### src/rtl/cpu_seq_pkg.sv
// Shared constants for the accumulator-CPU program sequencer: opcodes, NOP word,
// FSM state encoding and instruction-word field layout.
package cpu_seq_pkg;

  localparam int WORD_W    = 12;
  localparam int OP_LSB    = 8;
  localparam int OP_W      = 4;
  localparam int DATA_LSB  = 4;
  localparam int DATA_W    = 4;
  localparam int ADDR_LSB  = 0;
  localparam int ADDR_W    = 4;
  localparam int MEM_DEPTH = 16;

  localparam logic [3:0] OP_ADD   = 4'h0;
  localparam logic [3:0] OP_SUB   = 4'h1;
  localparam logic [3:0] OP_STORE = 4'h2;
  localparam logic [3:0] OP_LOAD  = 4'h3;
  localparam logic [3:0] OP_AND   = 4'h5;
  localparam logic [3:0] OP_OR    = 4'h6;
  localparam logic [3:0] OP_XOR   = 4'h7;
  localparam logic [3:0] OP_SHL   = 4'h9;
  localparam logic [3:0] OP_SHR   = 4'hA;
  localparam logic [3:0] OP_NOP   = 4'hF;

  localparam logic [WORD_W-1:0] NOP_WORD = {OP_NOP, 8'h00};

  typedef enum logic [1:0] {
    SEQ_IDLE   = 2'd0,
    SEQ_ISSUE  = 2'd1,
    SEQ_GAP    = 2'd2,
    SEQ_FINISH = 2'd3
  } seq_state_e;

  localparam logic [1:0] ST_IDLE   = 2'd0;
  localparam logic [1:0] ST_ISSUE  = 2'd1;
  localparam logic [1:0] ST_GAP    = 2'd2;
  localparam logic [1:0] ST_FINISH = 2'd3;

  // CPU ui_in carries {data, addr}.
  function automatic logic [7:0] ui_of(input logic [WORD_W-1:0] w);
    return {w[DATA_LSB +: DATA_W], w[ADDR_LSB +: ADDR_W]};
  endfunction

  // CPU uio_in carries {opcode, 3'b000, we}; we only for STORE.
  function automatic logic [7:0] uio_of(input logic [WORD_W-1:0] w);
    return {w[OP_LSB +: OP_W], 3'b000, (w[OP_LSB +: OP_W] == OP_STORE)};
  endfunction

endpackage

### src/rtl/cpu_seq_prog_mem.sv
// 16x12 program store: synchronous write, asynchronous read, reset fills NOP.
import cpu_seq_pkg::*;

module cpu_seq_prog_mem (
  input  logic              clk,
  input  logic              rst_n,
  input  logic              i_we,
  input  logic [3:0]        i_waddr,
  input  logic [WORD_W-1:0] i_wdata,
  input  logic [3:0]        i_raddr,
  output logic [WORD_W-1:0] o_rdata
);

  logic [WORD_W-1:0] r_mem [MEM_DEPTH];

  always_ff @(posedge clk or negedge rst_n) begin
    if (!rst_n) begin
      for (int i = 0; i < MEM_DEPTH; i++) r_mem[i] <= NOP_WORD;
    end else if (i_we) begin
      r_mem[i_waddr] <= i_wdata;
    end
  end

  assign o_rdata = r_mem[i_raddr];

endmodule

### src/rtl/cpu_program_sequencer.sv
// Issues a stored program onto the accumulator CPU command pins and captures the result.
// Optional repeat mode (loop/stop ports) is enabled with SEQ_LOOP_EN.
import cpu_seq_pkg::*;

module cpu_program_sequencer #(
  parameter int HOLD_CYCLES = 4,
  parameter int GAP_CYCLES  = 2
) (
  input  logic              clk,
  input  logic              rst_n,
  input  logic              ena,
  input  logic              prog_we,
  input  logic [3:0]        prog_addr,
  input  logic [WORD_W-1:0] prog_word,
  input  logic [4:0]        prog_len,
  input  logic              start,
`ifdef SEQ_LOOP_EN
  input  logic              loop,
  input  logic              stop,
`endif
  input  logic [3:0]        acc_in,
  output logic [7:0]        cpu_ui,
  output logic [7:0]        cpu_uio,
  output logic              busy,
  output logic              done,
  output logic [3:0]        result,
  output logic [3:0]        pc,
  output seq_state_e        dbg_state
);

  logic [1:0]        r_state;
  logic [3:0]        r_cnt;
  logic [3:0]        r_pc;
  logic [4:0]        r_len;
  logic              r_loop;
  logic              r_stop;
  logic [7:0]        r_cpu_ui;
  logic [7:0]        r_cpu_uio;
  logic              r_busy;
  logic              r_done;
  logic [3:0]        r_result;
  logic [3:0]        r_pc_out;

  logic [1:0]        w_state_nx;
  logic [3:0]        w_cnt_nx;
  logic [3:0]        w_pc_nx;
  logic [4:0]        w_len_nx;
  logic              w_loop_nx;
  logic              w_stop_nx;
  logic              w_finish;
  logic              w_busy_nx;
  logic [WORD_W-1:0] w_word;
  logic [WORD_W-1:0] w_rdata;
  logic [3:0]        w_raddr;
  logic              w_mem_we;
  logic              w_loop_in;
  logic              w_stop_in;
  logic [4:0]        w_len_sat;
  logic              w_pc_last;
  logic              w_continue;

`ifdef SEQ_LOOP_EN
  assign w_loop_in = loop;
  assign w_stop_in = stop;
`else
  assign w_loop_in = 1'b0;
  assign w_stop_in = 1'b0;
`endif

  assign w_len_sat  = (prog_len > 5'd16) ? 5'd16 : prog_len;
  assign w_pc_last  = ({1'b0, r_pc} == (r_len - 5'd1));
  assign w_continue = r_loop & ~(r_stop | w_stop_in);
  // FINISH reads slot 0 so a looping pass can put its first word out in that cycle.
  assign w_raddr    = (r_state == ST_FINISH) ? 4'd0 : r_pc;
  assign w_mem_we   = ena & prog_we & (r_state == ST_IDLE);

  cpu_seq_prog_mem u_mem (
    .clk     (clk),
    .rst_n   (rst_n),
    .i_we    (w_mem_we),
    .i_waddr (prog_addr),
    .i_wdata (prog_word),
    .i_raddr (w_raddr),
    .o_rdata (w_rdata)
  );

  always_comb begin
    w_state_nx = r_state;
    w_cnt_nx   = r_cnt;
    w_pc_nx    = r_pc;
    w_len_nx   = r_len;
    w_loop_nx  = r_loop;
    w_stop_nx  = r_stop | w_stop_in;
    w_finish   = 1'b0;
    w_busy_nx  = 1'b0;
    w_word     = NOP_WORD;
    case (r_state)
      ST_IDLE: begin
        w_stop_nx = 1'b0;
        if (start) begin
          w_len_nx   = w_len_sat;
          w_loop_nx  = w_loop_in;
          w_stop_nx  = w_stop_in;
          w_pc_nx    = 4'd0;
          w_cnt_nx   = 4'd0;
          w_state_nx = (w_len_sat != 5'd0) ? ST_ISSUE : ST_FINISH;
        end
      end
      ST_ISSUE: begin
        w_word    = w_rdata;
        w_busy_nx = 1'b1;
        if (r_cnt == 4'(HOLD_CYCLES - 1)) begin
          w_cnt_nx   = 4'd0;
          w_state_nx = ST_GAP;
        end else begin
          w_cnt_nx = r_cnt + 4'd1;
        end
      end
      ST_GAP: begin
        w_busy_nx = 1'b1;
        if (r_cnt == 4'(GAP_CYCLES - 1)) begin
          w_cnt_nx = 4'd0;
          if (w_pc_last) begin
            w_state_nx = ST_FINISH;
          end else begin
            w_pc_nx    = r_pc + 4'd1;
            w_state_nx = ST_ISSUE;
          end
        end else begin
          w_cnt_nx = r_cnt + 4'd1;
        end
      end
      default: begin
        w_finish = 1'b1;
        w_pc_nx  = 4'd0;
        // Looping: this cycle is the first hold cycle of the next pass.
        if (w_continue && (r_len != 5'd0)) begin
          w_word     = w_rdata;
          w_busy_nx  = 1'b1;
          w_cnt_nx   = 4'd1;
          w_state_nx = ST_ISSUE;
        end else begin
          w_cnt_nx   = 4'd0;
          w_state_nx = ST_IDLE;
        end
      end
    endcase
  end

  always_ff @(posedge clk or negedge rst_n) begin
    if (!rst_n) begin
      r_state   <= ST_IDLE;
      r_cnt     <= 4'd0;
      r_pc      <= 4'd0;
      r_len     <= 5'd0;
      r_loop    <= 1'b0;
      r_stop    <= 1'b0;
      r_cpu_ui  <= 8'h00;
      r_cpu_uio <= 8'hF0;
      r_busy    <= 1'b0;
      r_done    <= 1'b0;
      r_result  <= 4'd0;
      r_pc_out  <= 4'd0;
    end else if (ena) begin
      r_state   <= w_state_nx;
      r_cnt     <= w_cnt_nx;
      r_pc      <= w_pc_nx;
      r_len     <= w_len_nx;
      r_loop    <= w_loop_nx;
      r_stop    <= w_stop_nx;
      r_cpu_ui  <= ui_of(w_word);
      r_cpu_uio <= uio_of(w_word);
      r_busy    <= w_busy_nx;
      r_done    <= w_finish;
      r_pc_out  <= w_raddr;
      if (w_finish) r_result <= acc_in;
    end
  end

  assign cpu_ui    = r_cpu_ui;
  assign cpu_uio   = r_cpu_uio;
  assign busy      = r_busy;
  assign done      = r_done;
  assign result    = r_result;
  assign pc        = r_pc_out;
  assign dbg_state = seq_state_e'(r_state);

endmodule

### config.mk
export PLATFORM = sky130hd
export DESIGN_NAME = cpu_program_sequencer
export DESIGN_NICKNAME = d
export VERILOG_FILES = /design/src/rtl/cpu_seq_pkg.sv /design/src/rtl/cpu_seq_prog_mem.sv /design/src/rtl/cpu_program_sequencer.sv
export SDC_FILE = /design/constraint.sdc
export NUM_CORES = 1
export LEC_CHECK = 0
export BUFFER_PORTS_ARGS = -buffer_cell sky130_fd_sc_hd__buf_2
export CORE_MARGIN = 4
export CORE_UTILIZATION = 65
export DETAILED_ROUTE_END_ITERATION = 8
export GPL_TIMING_DRIVEN = 1
export MAX_ROUTING_LAYER = met4
export PLACE_DENSITY_LB_ADDON = 0.15
export SYNTH_ARGS = -nofsm -noshare
export SYNTH_HDL_FRONTEND = slang
export SYNTH_SLANG_ARGS = --single-unit
export TNS_END_PERCENT = 50
### constraint.sdc
create_clock -name clk -period 3.7 [get_ports clk]
set_clock_uncertainty 0.2 [all_clocks]
set_input_delay 0.74 -clock clk [delete_from_list [all_inputs] [get_ports clk]]
set_output_delay 0.74 -clock clk [all_outputs]
set_load 0.05 [all_outputs]
# Word-level counts from Yosys, hierarchy flattened
# Index checks and enable logic that the tools add are counted.
# classes
n_reduce_logical	10
n_mux	24
eq_ne	11
n_lt_le_gt_ge	4
bitwise_logic	6
add_sub_neg	3
# ops
op	count
$bwmux W192	1
$bmux W12 S4	1
$demux W12 S4	1
$mux W12	4
$mux W4	6
$pmux W4 S3	2
$ge A5 B5 Y1 const B	2
$mux W2	5
$not A4 Y5	2
$add A4 B1 Y4 const B	2
$eq A4 B2 Y1 const B	2
$ne A2 B2 Y1 const B	4
$pmux W2 S3	1
$eq A4 B5 Y1	1
$gt A5 B5 Y1 const B	1
$lt A5 B1 Y1 const B	1
$mux W5	1
$reduce_and A5 Y1	1
$reduce_bool A5 Y1	1
$sub A5 B1 Y5 const B	1
$eq A2 B2 Y1 const B	2
$eq A4 B1 Y1 const B	1
$reduce_and A2 Y1	2
$reduce_and A4 Y1	1
other kinds (9)	12
# word_totals
output_inout_bits	28
regBits	230
in_bits	30
elab_cells	84

# Depth between registers and ports, before layout
# logic_depth
depth_word	8
mapped_depth	9
mapped_depth_nobuf	8

# Modules after synthesis
# Synthesis repeated with hierarchy kept, for this count alone.
# unflattened
cells_unflattened	739
hier_area_um2	10714.0
# by_module_without_submodules
mod	area_each_um2	seq_area_each_um2	instances	cells_each
cpu_seq_prog_mem	8757.1	4884.7	1	543
cpu_program_sequencer	1956.9	955.9	1	196

# Least setup slack after synthesis
# OpenSTA, ideal clock, no wires.
# synth_path
kind	reg-to-reg
from	register r_state[0], in the netlist dbg_state[0]
to	register r_cpu_ui[2], in the netlist cpu_ui[2]
t_arrival_ns	2.288
required_time_ns	3.360
stages_incl_launch_ff	8
synth_period_minus_slack_ns	2.628
setup_slack_ns	1.072
setup_ns	0.140
path_buffers	2
cell_sequence	dfrtp_1 -> ha_1 -> nor2b_1 -> clkbuf_1 -> buf_2 -> mux4_2 -> a211oi_1 -> o32ai_1
# synth_via
elab_chain_cells	7
elab_cells_between_ends	8
cone_classes	eq/ne (2); mux (5); bitwise (1)
# synth_rtl
element	line_no	rtl
start: declaration	cpu_program_sequencer.sv:31	logic [1:0] r_state;
start signal: assignment	cpu_program_sequencer.sv:165	r_state <= w_state_nx;
$eq A2 B2 Y1	cpu_program_sequencer.sv:74	assign w_raddr = (r_state == ST_FINISH) ? 4'd0 : r_pc;
$mux W4	cpu_program_sequencer.sv:74	
$not A4 Y5 (not written as such)	cpu_seq_prog_mem.sv:24	assign o_rdata = r_mem[i_raddr];
$bmux W12 S4	cpu_seq_prog_mem.sv:24	
$mux W12 (not written as such) (2 in a row)	cpu_seq_prog_mem.sv:24	
$mux W12 *	n/a	
end signal: assignment	cpu_program_sequencer.sv:171	r_cpu_ui <= ui_of(w_word);
end: declaration	cpu_program_sequencer.sv:37	logic [7:0] r_cpu_ui;
# Mark *: on every way between the ends. The rest lies on a longest branch, timed or not. The select of a mux whose other input is x is not followed.
# A chain may end at the register's enable or synchronous reset.

# Worst setup path in the final report
# layout_path
from	register r_state[1], in the netlist dbg_state[1]
to	register r_cpu_uio[0], in the netlist cpu_uio[0]
# layout_via
elab_chain_cells	8
elab_cells_between_ends	9
cone_classes	eq/ne (3); mux (5); bitwise (1)
# layout_rtl
element	line_no	rtl
$eq A2 B2 Y1	cpu_program_sequencer.sv:74	
$mux W4	cpu_program_sequencer.sv:74	
$not A4 Y5 (not written as such)	cpu_seq_prog_mem.sv:24	
$bmux W12 S4	cpu_seq_prog_mem.sv:24	
$mux W12 (not written as such) (2 in a row)	cpu_seq_prog_mem.sv:24	
$mux W12 *	n/a	
$eq A4 B2 Y1 *	cpu_seq_pkg.sv:46	return {w[OP_LSB +: OP_W], 3'b000, (w[OP_LSB +: OP_W] == OP_STORE)};
end signal: assignment	cpu_program_sequencer.sv:172	r_cpu_uio <= uio_of(w_word);
end: declaration	cpu_program_sequencer.sv:38	logic [7:0] r_cpu_uio;
# Marked as above.

==> summary.txt <==
Clock latency on the worst-skew pair: 0.52 ns
Via count of the first global-routing pass: 7347
First-pass GRT wire length: 39300 um
Share of Yosys cell area claimed by the top area cell type: 0.377
Cell Count, Final, Fillers Out: 1081
Via density per instance: 6.49
Total Power Consumption: 8.49 mW
Overall via count from detail_route: 7019
Cell count after placement: 1037
Max-cap violations: 0
Total clock sinks: 230
Time the worst path needs with I/O delays and setup: 3.13 ns
Largest net degree at the start of global routing: 93
Top area cells in the synthesized netlist: dfrtp_1 (38%), mux2_2 (21%), dfstp_2 (17%), mux4_2 (4.2%), a221oi_1 (2.8%)
Mean post-synth cell area: 13.3 um2
Class of the worst hold path: primary input to async pin
CP arrival: 3.34 ns
Pwr dens: 705 mW/mm2
Number of CTS-inserted buffers: 24
Ports: 58
Asr flop ratio synth: 1.00
Synth area leader: dfrtp_1
Yosys warnings: 0
Worst setup path startpoint: dbg_state[1]
Finished layout cell area: 0.0120 mm2
Primary FF master, synth: dfrtp_1
I/O Buffers: 54
Remaining antenna violation count after routing: 0
Diode insertion count for antenna repair: 0
Core Rows: 46
Mapped Area: 0.0108 mm2
Maximum clock frequency: 0.319 GHz
Commonest non-fill, non-tap cell in the layout: mux2_2
Required time of the critical path: 3.90 ns
Worst Setup Start Kind: flip-flop
Average detailed-routed wire length per instance: 22.8 um
Maximum vdd drop: 577 uV
Tcrit/Tclk final: 0.847
Initial Utilization: 0.670
Die W: 137 um
Final HPWL from detailed placement: 16300 um
Critical Path End Type: flip-flop
Setup repair after global routing missed its margin: no
Type of the worst setup path: flip-flop to flip-flop
Number of instances in the synthesized netlist: 810
Clock-pin slew on the worst setup and hold paths: 0.06 ns
R2R Path Start: dbg_state[1]
Worst-case headroom to the max-slew limit: 0.294
Post-Place Worst Slack: 0.776 ns
Grt total ovfl: 0
Buffer count from post-CTS setup fixing: 0
Number of resized instances in the post-cts repair step: 0
Portion of the post-synthesis area used by sequential elements: 0.543
Number of DRC markers after the initial detailed-route iteration: 586
Initial antenna violation count: 0
Routability-driven placement congestion ratio: 0.899
Die area: 0.0187 mm2
Share of post-route cells with drive strength above 1: 0.489
Number of optimization iterations in the first detailed-route pass: 5
Clk Tree Root Cell: clkbuf_16
Max Slew Vio Count: 0
Cell area reported after detailed placement: 0.0112 mm2
TritonCTS clock tree: yes
Status: complete, no violations
Distinct cells, synth: 55
Final setup vio count: 0
Min setup slack post-route: 0.568 ns
Area of the core: 0.0161 mm2
Setup TNS: 0 ns
Nets: 886
Die Ht: 137 um
Commonest cells after routing, fill and taps aside: mux2_2 (205), dfrtp_1 (161), dfstp_2 (68)
Post-synthesis to final-layout area growth: 11.9%
Final wirelength: 24600 um
Transition time of the tightest slew-check pin: 1.06 ns
Post-synth EDFFs: 0
CP max FO: 17
DRC violations left: 0
Number of hold buffers added after CTS: 0
Hold violation count in the final report: 0
Number of H-tree levels: 1
Post-synthesis register bit count: 230
Leakage power: 5.41 nW
Global Route Usage Sum: 0.280
Maximum buffer depth of the clock tree: 3
[final cells by class]
cell class | instances | area [um2]
clock inverter | 11 | 141
clock buffer | 33 | 684
tap | 216 | 270
timing repair buffer | 78 | 473
multi-input combinational | 489 | 4540
fill | 1050 | 4020
sequential | 230 | 5840
inverter | 24 | 90.1
[critical path, stage by stage (launching register included)]
cell      delay (ns)
dfrtp_1         0.42
ha_1            0.58
nand2b_1        0.23
buf_4           0.26
mux2_4          0.32
o21ai_1         0.20
o21ai_0         0.13
a221o_1         0.39
o32ai_1         0.29
[flip-flops by register name (all words and copies together), names as in the netlist]
signal / count
u_mem.r_mem: 192
cpu_ui: 8
cpu_uio: 5
r_len: 5
pc: 4
r_cnt: 4
r_pc: 4
result: 4
dbg_state: 2
busy: 1
done: 1
[synth_stat cells, drive strengths merged, types with 3 or more instances]
library cell  instances
o21ai                26
ha                    9
clkbuf               34
mux2i                11
o32ai                 9
o31ai                 3
nor2                 16
dfrtp               162
inv                  24
a211oi               19
nand2b                8
mux2                206
a31oi                 4
xnor2                 4
buf                  35
dfstp                68
nand2                38
or3                   4
nand3                 8
mux4                 20
nor2b                 8
a221oi               35
nor3                 23
a21oi                 7
[through the flow]
stage                util  hold slack (ns)
floorplan               -            0.244
global placement    0.698            0.265
detailed placement  0.698            0.288
CTS                 0.750           0.0574
global route        0.750           0.0899
finish              0.750           0.0396
[report_power, final]
part	internal (mW)	total (mW)	switching [mW]
Sequential	3.30	3.70	0.402
Combinational	0.984	2.30	1.31
Clock	1.51	2.49	0.981
[path summary, 6_finish.rpt]
kind	cells after the start	endpoint	slack (ns)
setup reg to reg	8	cpu_uio[0]	0.57
max in group asynchronous	2	u_mem.r_mem[105]	2.29
hold / removal	1	r_pc[3]	0.04
hold reg to reg	1	r_cnt[3]	0.30
min in group clk	2	result[1]	0.26
setup / recovery	8	cpu_uio[0]	0.57
[kinds of logic after synthesis]
| logic type | Yosys count | synth area share |
|---|---|---|
| multiplexers | 237 | 0.268 |
| flip-flops | 230 | 0.543 |
| AO/OA/AOI/OAI | 120 | 0.0840 |
| AND/OR/NAND/NOR | 115 | 0.0535 |
| buffers and inverters | 93 | 0.0369 |
| adder cells (fa/ha/maj) | 9 | 0.0105 |
| XOR/XNOR | 5 | 0.00407 |
| other | 1 | 0.000349 |
[per-layer routing]
layer	vias up	global-route usage	share of wire
met1	3616	0.349	0.40
met5	-	-	0
li1	3062	-	-
met3	62	0.0456	0.059
met4	0	0.0868	0.032
met2	279	0.473	0.51
No activity file was read; power rests on OpenSTA's default activity.
